$ cat config.mk
export PLATFORM = sky130hd
export DESIGN_NAME = load_store_unit
export DESIGN_NICKNAME = d
export VERILOG_FILES = /design/src/rtl/Pu_types.sv /design/src/rtl/Load_store_pkg.sv /design/src/rtl/load_store_unit.sv
export SDC_FILE = /design/constraint.sdc
export NUM_CORES = 1
export LEC_CHECK = 0
export BUFFER_PORTS_ARGS = -buffer_cell sky130_fd_sc_hd__buf_2
export CAP_MARGIN = 20
export CORE_MARGIN = 1.5
export CORE_UTILIZATION = 45
export DETAILED_ROUTE_END_ITERATION = 10
export GPL_TIMING_DRIVEN = 0
export HOLD_SLACK_MARGIN = 0.1
export PLACE_DENSITY = 0.82
export SLEW_MARGIN = 20
export SYNTH_ARGS = -nofsm -noshare
export SYNTH_HDL_FRONTEND = slang
export SYNTH_SLANG_ARGS = --single-unit
$ cat constraint.sdc
create_clock -name clk -period 1.6 [get_ports clk]
set_input_delay 0 -clock clk [delete_from_list [all_inputs] [get_ports clk]]
set_output_delay 0 -clock clk [all_outputs]
set_load 0.05 [all_outputs]
$ cat src/rtl/Pu_types.sv
// rtl/Pu_types.sv - shared processing-unit types: load/store access width
package Pu_types;
  typedef enum logic [1:0] {
    BYTE = 2'd0,
    HALF = 2'd1,
    WORD = 2'd2
  } Load_mode;
endpackage

$ cat src/rtl/Load_store_pkg.sv
// rtl/Load_store_pkg.sv - control word handed from issue to the load/store unit
package Load_store_pkg;
  typedef struct packed {
    logic               en;
    logic               we;
    Pu_types::Load_mode mode;
    logic               return_dout;
    logic               return_addr;
    logic               return_addr_early;
    logic               exts;
  } Ctrl;
endpackage

$ cat src/rtl/load_store_unit.sv
// rtl/load_store_unit.sv - big-endian data-memory load/store execution stage
// Optional misaligned-access trap: define LOAD_STORE_MISALIGN_TRAP_EN.
module load_store_unit #(
  parameter int DATA_W   = 32,
  parameter int MAX_WAIT = 255
) (
  input  logic                clk,
  input  logic                reset,
  input  logic                issue_valid,
  input  Load_store_pkg::Ctrl ctrl,
  input  logic [DATA_W-1:0]   addr,
  input  logic [DATA_W-1:0]   wdata,
  output logic                ready,
  output logic                dmem_req,
  output logic                dmem_we,
  output logic [DATA_W-1:0]   dmem_addr,
  output logic [3:0]          dmem_be,
  output logic [DATA_W-1:0]   dmem_wdata,
  input  logic                dmem_ack,
  input  logic                dmem_rvalid,
  input  logic [DATA_W-1:0]   dmem_rdata,
  output logic                res_valid,
  output logic [DATA_W-1:0]   res_data,
  output logic                early_valid,
  output logic [DATA_W-1:0]   early_addr,
  output logic                bus_err,
  output logic                misalign
);
  import Pu_types::*;

  localparam int WAIT_W = (MAX_WAIT > 1) ? $clog2(MAX_WAIT) : 1;
  localparam logic [WAIT_W-1:0] WAIT_LAST = WAIT_W'((MAX_WAIT > 0) ? MAX_WAIT - 1 : 0);

  typedef enum logic [2:0] {S_IDLE, S_REQ, S_RDWAIT, S_DONE, S_TRAP} state_t;
  state_t state_q, state_d;

  logic              we_q, ret_dout_q, ret_addr_q, exts_q;
  Load_mode          mode_q;
  logic [DATA_W-1:0] addr_q, dmem_addr_q, dmem_wdata_q, res_data_q, early_addr_q;
  logic [3:0]        dmem_be_q;
  logic [WAIT_W-1:0] wait_q;
  logic              bus_err_q, early_valid_q;

  logic              accept, misaligned, timeout, timeout_fire;
  logic [3:0]        be_d;
  logic [DATA_W-1:0] lane_wdata, load_ext, res_d;
  logic [7:0]        rd_byte;
  logic [15:0]       rd_half;

  assign accept = issue_valid && ready && ctrl.en;

`ifdef LOAD_STORE_MISALIGN_TRAP_EN
  assign misaligned = (ctrl.mode == HALF && addr[0]) || (ctrl.mode == WORD && addr[1:0] != 2'b00);
`else
  assign misaligned = 1'b0;
`endif

  // Ack/rvalid arriving in the last allowed cycle wins over the timeout.
  assign timeout      = (MAX_WAIT != 0) && (wait_q == WAIT_LAST);
  assign timeout_fire = timeout && ((state_q == S_REQ && !dmem_ack) ||
                                    (state_q == S_RDWAIT && !dmem_rvalid));

  always_comb begin
    be_d       = 4'b1111;
    lane_wdata = wdata;
    case (ctrl.mode)
      BYTE: begin
        be_d       = 4'b1000 >> addr[1:0];
        lane_wdata = {24'b0, wdata[7:0]} << {~addr[1:0], 3'b000};
      end
      HALF: begin
        be_d       = addr[1] ? 4'b0011 : 4'b1100;
        lane_wdata = addr[1] ? {16'b0, wdata[15:0]} : {wdata[15:0], 16'b0};
      end
      default: ;
    endcase
  end

  assign rd_byte = 8'(dmem_rdata >> {~addr_q[1:0], 3'b000});
  assign rd_half = addr_q[1] ? dmem_rdata[15:0] : dmem_rdata[31:16];

  always_comb begin
    load_ext = dmem_rdata;
    case (mode_q)
      BYTE:    load_ext = {{24{exts_q & rd_byte[7]}}, rd_byte};
      HALF:    load_ext = {{16{exts_q & rd_half[15]}}, rd_half};
      default: ;
    endcase
    if (we_q) res_d = ret_addr_q ? addr_q : '0;
    else      res_d = ret_dout_q ? load_ext : '0;
  end

  always_ff @(posedge clk) begin
    if (reset) begin
      state_q       <= S_IDLE;
      we_q          <= 1'b0;
      ret_dout_q    <= 1'b0;
      ret_addr_q    <= 1'b0;
      exts_q        <= 1'b0;
      mode_q        <= BYTE;
      addr_q        <= '0;
      dmem_addr_q   <= '0;
      dmem_be_q     <= '0;
      dmem_wdata_q  <= '0;
      res_data_q    <= '0;
      early_addr_q  <= '0;
      early_valid_q <= 1'b0;
      bus_err_q     <= 1'b0;
      wait_q        <= '0;
    end else begin
      state_q       <= state_d;
      bus_err_q     <= timeout_fire;
      early_valid_q <= accept && ctrl.return_addr_early;
      if (accept && ctrl.return_addr_early) early_addr_q <= addr;
      if (accept) begin
        we_q         <= ctrl.we;
        mode_q       <= ctrl.mode;
        ret_dout_q   <= ctrl.return_dout;
        ret_addr_q   <= ctrl.return_addr;
        exts_q       <= ctrl.exts;
        addr_q       <= addr;
        dmem_addr_q  <= {addr[DATA_W-1:2], 2'b00};
        dmem_be_q    <= be_d;
        dmem_wdata_q <= lane_wdata;
      end
      if (state_d == S_DONE) res_data_q <= res_d;
      if (state_d == state_q && (state_q == S_REQ || state_q == S_RDWAIT)) wait_q <= wait_q + 1'b1;
      else wait_q <= '0;
    end
  end

  always_comb begin
    state_d = state_q;
    case (state_q)
      S_IDLE, S_DONE, S_TRAP: begin
        if (accept) state_d = misaligned ? S_TRAP : S_REQ;
        else        state_d = S_IDLE;
      end
      S_REQ: begin
        if (dmem_ack)     state_d = (we_q || dmem_rvalid) ? S_DONE : S_RDWAIT;
        else if (timeout) state_d = S_IDLE;
      end
      S_RDWAIT: begin
        if (dmem_rvalid)  state_d = S_DONE;
        else if (timeout) state_d = S_IDLE;
      end
      default: state_d = S_IDLE;
    endcase
  end

  always_comb begin
    ready     = (state_q == S_IDLE) || (state_q == S_DONE);
    dmem_req  = (state_q == S_REQ);
    dmem_we   = (state_q == S_REQ) && we_q;
    res_valid = (state_q == S_DONE);
`ifdef LOAD_STORE_MISALIGN_TRAP_EN
    misalign  = (state_q == S_TRAP);
`else
    misalign  = 1'b0;
`endif
  end

  assign dmem_addr   = dmem_addr_q;
  assign dmem_be     = dmem_be_q;
  assign dmem_wdata  = dmem_wdata_q;
  assign res_data    = res_data_q;
  assign early_valid = early_valid_q;
  assign early_addr  = early_addr_q;
  assign bus_err     = bus_err_q;
endmodule
After elaboration in Yosys (flattened, before gate mapping)
Index checks and enable logic that the tools add are counted.
{"block": "classes", "addsub": 1, "n_eq_ne": 9, "shifts": 3, "muxes": 15, "bitwise_logic": 5, "reduce_logical": 19}
{"cell": "$mux W32", "n": 4}
{"cell": "$pmux W32 S2", "n": 2}
{"cell": "$shl A8 B5 Y32", "n": 1}
{"cell": "$shr A32 B5 Y8", "n": 1}
{"cell": "$mux W16", "n": 1}
{"cell": "$eq A3 B2 Y1 const B", "n": 3}
{"cell": "$mux W3", "n": 3}
{"cell": "$pmux W3 S3", "n": 1}
{"cell": "$add A8 B1 Y8 const B", "n": 1}
{"cell": "$eq A8 B8 Y1 const B", "n": 1}
{"cell": "$logic_and A1 B1 Y1", "n": 8}
{"cell": "$pmux W4 S2", "n": 1}
{"cell": "$eq A2 B1 Y1 const B", "n": 2}
{"cell": "$logic_not A2 Y1", "n": 2}
{"cell": "$logic_or A1 B1 Y1", "n": 4}
{"cell": "$mux W4", "n": 1}
{"cell": "$not A2 Y2", "n": 2}
{"cell": "$shr A4 B2 Y4 const A", "n": 1}
{"cell": "$eq A3 B1 Y1 const B", "n": 1}
{"cell": "$eq A3 B3 Y1", "n": 1}
{"cell": "$eq A3 B3 Y1 const B", "n": 1}
{"cell": "$logic_not A3 Y1", "n": 1}
{"cell": "$reduce_or A3 Y1", "n": 1}
{"cell": "$and A1 B1 Y1", "n": 2}
{"cell": "4 further kinds", "n": 6}
{"block": "totals", "ff_bits": 181, "out_inout_bits": 139, "elab_cells": 67}

Depth between registers and ports, before layout
{"block": "depth", "word_depth": 10, "depth_mapped": 8}

Worst setup path before layout
OpenSTA, ideal clock, no wires.
{"block": "synth_path", "path_kind": "register to output", "from": "register state_q[2]", "to": "output port dmem_we", "arrival_ns": 2.284, "required_ns": 1.600, "setup_slack_ns": -0.684, "stages_incl_launch_ff": 4, "cell_sequence": "dfxtp_1 > clkbuf_1 > nor3b_1 > and2_1"}
{"block": "synth_via", "elab_chain_len": 2}
{"item": "from (decl)", "line_no": "load_store_unit.sv:35", "source": "state_t state_q, state_d;"}
{"item": "from (signal assigned)", "line_no": "load_store_unit.sv:111", "source": "state_q <= state_d;"}
{"item": "$eq A3 B1 Y1"}
{"item": "named net dmem_req", "line_no": "load_store_unit.sv:14", "source": "output logic dmem_req,"}
{"item": "$logic_and A1 B1 Y1", "line_no": "load_store_unit.sv:154", "source": "dmem_we = (state_q == S_REQ) && we_q;"}
{"item": "to (decl)", "line_no": "load_store_unit.sv:15", "source": "output logic dmem_we,"}
The timed path passes the listed nets, and every way through them passes these cells.

Worst setup path after layout
{"block": "layout_path", "from": "register we_q", "to": "register res_data_q[13] (netlist: res_data[13])"}
{"block": "layout_via", "elab_chain_len": 5, "elab_cells_between_ends": 6, "classes_between": "1 x eq/ne; 4 x mux; 1 x reduce/logical"}
{"item": "from (decl)", "line_no": "load_store_unit.sv:37", "source": "logic we_q, ret_dout_q, ret_addr_q, exts_q;"}
{"item": "from (signal assigned)", "line_no": "load_store_unit.sv:116", "source": "we_q <= ctrl.we;"}
{"item": "$logic_or A1 B1 Y1", "line_no": "load_store_unit.sv:140", "source": "if (dmem_ack) state_d = (we_q || dmem_rvalid) ? S_DONE : S_RDWAIT;"}
{"item": "$mux W1", "line_no": "load_store_unit.sv:140"}
{"item": "$mux W3", "line_no": "load_store_unit.sv:140"}
{"item": "$pmux W3 S3", "line_no": "load_store_unit.sv:134", "source": "case (state_q)"}
{"item": "$eq A3 B2 Y1", "line_no": "load_store_unit.sv:126", "source": "if (state_d == S_DONE) res_data_q <= res_d;"}
{"item": "to (signal assigned)", "line_no": "load_store_unit.sv:126"}
{"item": "to (decl)", "line_no": "load_store_unit.sv:39", "source": "logic [DATA_W-1:0] addr_q, dmem_addr_q, dmem_wdata_q, res_data_q, early_addr_q;"}
Several ways; a longest one is shown, not always the timed one.
A chain may end at the register's enable or synchronous reset.

==> summary.md <==
| Metric | Value |
|---|---|
| Row count | `44` |
| FF+latch count, synth | `151` |
| Max Slew Vio Count | `0` |
| Initial antenna violation count | `0` |
| Fin area | `0.0122 sq mm` |
| Async SR Flop Fraction | `0` |
| TritonCTS clock tree | `done` |
| Hold Crit Class | `input port to flop` |
| GRT Residual Overflow | `0` |
| PortBufs | `244` |
| Hold-critical path depth | `4` |
| Vias in the first global route | `8217` |
| Synth unique cells | `54` |
| Type of the worst setup path | `flop to flop` |
| Leakage | `5.09 nW` |
| Actual slew at the worst max-slew pin | `1200 ps` |
| Initial Util | `0.467` |
| Post-synth EDFFs | `0` |
| Violated checks | `negative setup slack` |
| Cts bufs inserted | `17` |
| YS warnings | `0` |
| Post-synth top flop | `dfxtp_1` |
| Filler Cells Inserted | `739` |
| Peak supply drop | `0.000751 V` |
| Fmax | `0.492 GHz` |
| Register area share after synthesis | `0.441` |
| Top routing layer in use | `met4` |
| Syn Area/Cell | `8.50 sq um` |
| Antenna Nets Post-Route | `0` |
| DR pass1 iterations | `6` |
| Vias after detailed routing | `8884` |
| Final WS setup | `-433 ps` |
| Die height | `126 um` |
| Worst-skew pair later-pin latency | `440 ps` |
| Startpoint class of the critical path | `flop` |
| DP Area | `0.00861 sq mm` |
| Routed vias/inst | `6.27` |
| Met3 WL | `3.40 mm` |
| P&R area growth vs syn | `78.0%` |
| Routability cong. | `0.922` |
| Setup TNS | `-23070 ps` |
| I/O pin total | `248` |
| Post-detail-place hpwl | `17.7 mm` |
| Tcrit/Tclk final | `1.27` |
| Worst setup EP type | `flop` |
| Ant diodes | `0` |
| Iter 0 DRT Violations | `849` |
| Worst-case clock buffer depth | `2` |
| Largest net degree at the start of global routing | `17` |
| Crit path required time | `1900 ps` |
| Clock Pin Slew Worst Setup and Hold Paths | `70 ps` |
| Syn Inst Count | `807` |
| Slew HR | `0.196` |
| Wirelength, routed | `33.7 mm` |
| RSZ-0062 raised after global routing | `true` |
| Biggest area consumer among synthesized cells | `dfxtp_1` |
| Die area | `0.0160 sq mm` |
| Tmin final | `2030 ps` |
| Routed wire length per instance | `23.8 um` |
| Worst reg-to-reg setup slack | `-430 ps` |
| H-tree Lvls | `4` |
| DP Worst Slack | `-635 ps` |
| Final Hold Viols | `0` |
| Root buf cell | `clkbuf_16` |
| Mapped cell area | `0.00686 sq mm` |
| Clock Sink Count | `151` |
| Overall Global Routing Usage | `0.343` |
| Clk_skew | `13.2 ps` |
| First-pass GRT wire length | `42.9 mm` |
| Final setup violation count | `149` |
| Final net count | `1332` |
| Core ar. | `0.0147 sq mm` |
| Status | `complete, but fails checks` |
| CP Max Fanout | `8` |
| Routed wl met2 | `16.4 mm` |
| Synth top area cells | `dfxtp_1 44%, nand2_1 6.7%, a22o_1 5.0%, a21oi_1 4.7%, nor2_1 3.9%` |
| DRC | `0` |
| Cells on worst reg2reg path | `5` |
| Post-Route M1 WL | `11.4 mm` |
| Worst EP arrival | `2330 ps` |
| Layout cell share with drive strength beyond 1 | `0.489` |
| Max cap viols | `0` |
| Power per cell area | `843 mW/mm^2` |
| Die Wd | `126 um` |
| Share of the synthesized area in the top cell type | `0.441` |
## flip-flops by register name, summed over array words and instances (netlist names)
name / cells
dmem_wdata: 32
addr_q: 32
mode_q: 2
ret_dout_q: 1
res_data: 32
exts_q: 1
state_q: 3
wait_q: 8
bus_err: 1
ret_addr_q: 1
dmem_be: 4
we_q: 1
early_addr: 32
early_valid: 1
## placed cells by master (no fill, tap or decap), types with 21 or more instances in the layout
cell           instances
a22o_1                39
clkbuf_16             27
dfxtp_1              144
nor2_1                57
dlygate4sd3_1        105
buf_6                 21
a21oi_2               36
nand2_1               86
a21oi_1               25
nand2_4               32
buf_2                243
buf_4                 61
## kinds of logic after synthesis
group | share of synthesized area
flops | 0.441
other cells | 0.000547
buf+inv | 0.0883
mux | 0.0294
simple gates | 0.180
xor+xnor | 0.0100
compound gates | 0.247
fa+ha+maj | 0.00365
## path summary, 6_finish.rpt
path,startpoint,endpoint
hold reg to reg,early_addr[31]$_SDFFE_PP0P_,early_addr[31]$_SDFFE_PP0P_
setup reg to reg,we_q$_SDFFE_PP0N_,res_data[13]$_SDFFE_PP0N_
hold / removal,addr[0],dmem_be[1]$_SDFFE_PP0N_
setup / recovery,we_q$_SDFFE_PP0N_,res_data[13]$_SDFFE_PP0N_
## per-layer routing
| layer | GRT usage | vias to the layer above |
|---|---|---|
| met3 | 0.0814 | 260 |
| li1 | - | 3727 |
| met1 | 0.380 | 4182 |
| met5 | 0 | - |
| met4 | 0.189 | 0 |
| met2 | 0.608 | 715 |
## layout make-up
class / count / area, sq um / area share
sequential: 151 / 3040 / 0.249
multi-input combinational: 538 / 4430 / 0.363
inverter: 14 / 52.6 / 0.00431
buffer: 96 / 857 / 0.0702
clock buffer: 19 / 453 / 0.0371
timing repair buffer: 403 / 2970 / 0.243
clock inverter: 13 / 169 / 0.0138
tap: 184 / 230 / 0.0189
## power breakdown
| group | switching, mW | internal [mW] | total, mW | leakage [nW] |
|---|---|---|---|---|
| registers | 0.101 | 3.86 | 3.96 | 1.23 |
| clock network | 1.77 | 2.55 | 4.33 | 0.304 |
| logic | 1.21 | 0.780 | 1.99 | 3.56 |
| total | 3.08 | 7.20 | 10.3 | 5.09 |
## cell usage after synthesis (2+ instances only)
| cell type | count |
|---|---|
| a221o_1 | 8 |
| xor2_1 | 5 |
| nor3_2 | 2 |
| nand3_1 | 5 |
| nor2_1 | 72 |
| a211oi_1 | 9 |
| nand2_1 | 122 |
| mux2_2 | 7 |
| buf_2 | 22 |
| a21oi_1 | 64 |
| a31oi_1 | 8 |
| nand3b_1 | 2 |
| o221ai_1 | 7 |
| dfxtp_1 | 151 |
| buf_4 | 33 |
| or2_2 | 3 |
| a22oi_1 | 16 |
| a221oi_1 | 23 |
| nor3_1 | 23 |
| a311oi_1 | 25 |
| buf_1 | 4 |
| clkbuf_1 | 48 |
| inv_1 | 13 |
| mux2i_1 | 10 |
| nand2b_1 | 9 |
| o21bai_1 | 9 |
| ha_1 | 2 |
| o21ai_0 | 20 |
| and2_1 | 3 |
| and4_1 | 8 |
| nor2b_1 | 3 |
| and3_1 | 3 |
| nor4_1 | 9 |
| a22o_1 | 39 |
## stage by stage
step | instances | total power [mW] | util | hold WS [ps]
finish | 1418 | 10.3 | 0.830 | 124
global route | 1418 | 10.5 | 0.830 | 133
CTS | 1396 | 9.79 | 0.737 | 110
detailed placement | 1238 | 5.35 | 0.586 | 228
global placement | 1238 | 5.33 | 0.584 | 225
floorplan | 810 | 4.88 | - | 126
## worst max-delay path: stages, from the launching register on
cell	delay [ps]
dfxtp_1	500
nor2b_1	100
clkbuf_1	220
and2_2	350
a22oi_1	530
a31oi_1	200
## timing repair
| action | 4_1_cts | 5_1_grt |
|---|---|---|
| hold endpoints to repair | 138 | 0 |
| resized for setup | 115 | 269 |
| endpoints found under the setup margin | 148 | 151 |
| pin swaps | 49 | 85 |
| cloned | 2 | 10 |
| buffers inserted | 21 | 25 |
| hold buffers | 105 | 0 |
(Power assumes the default switching activity.)
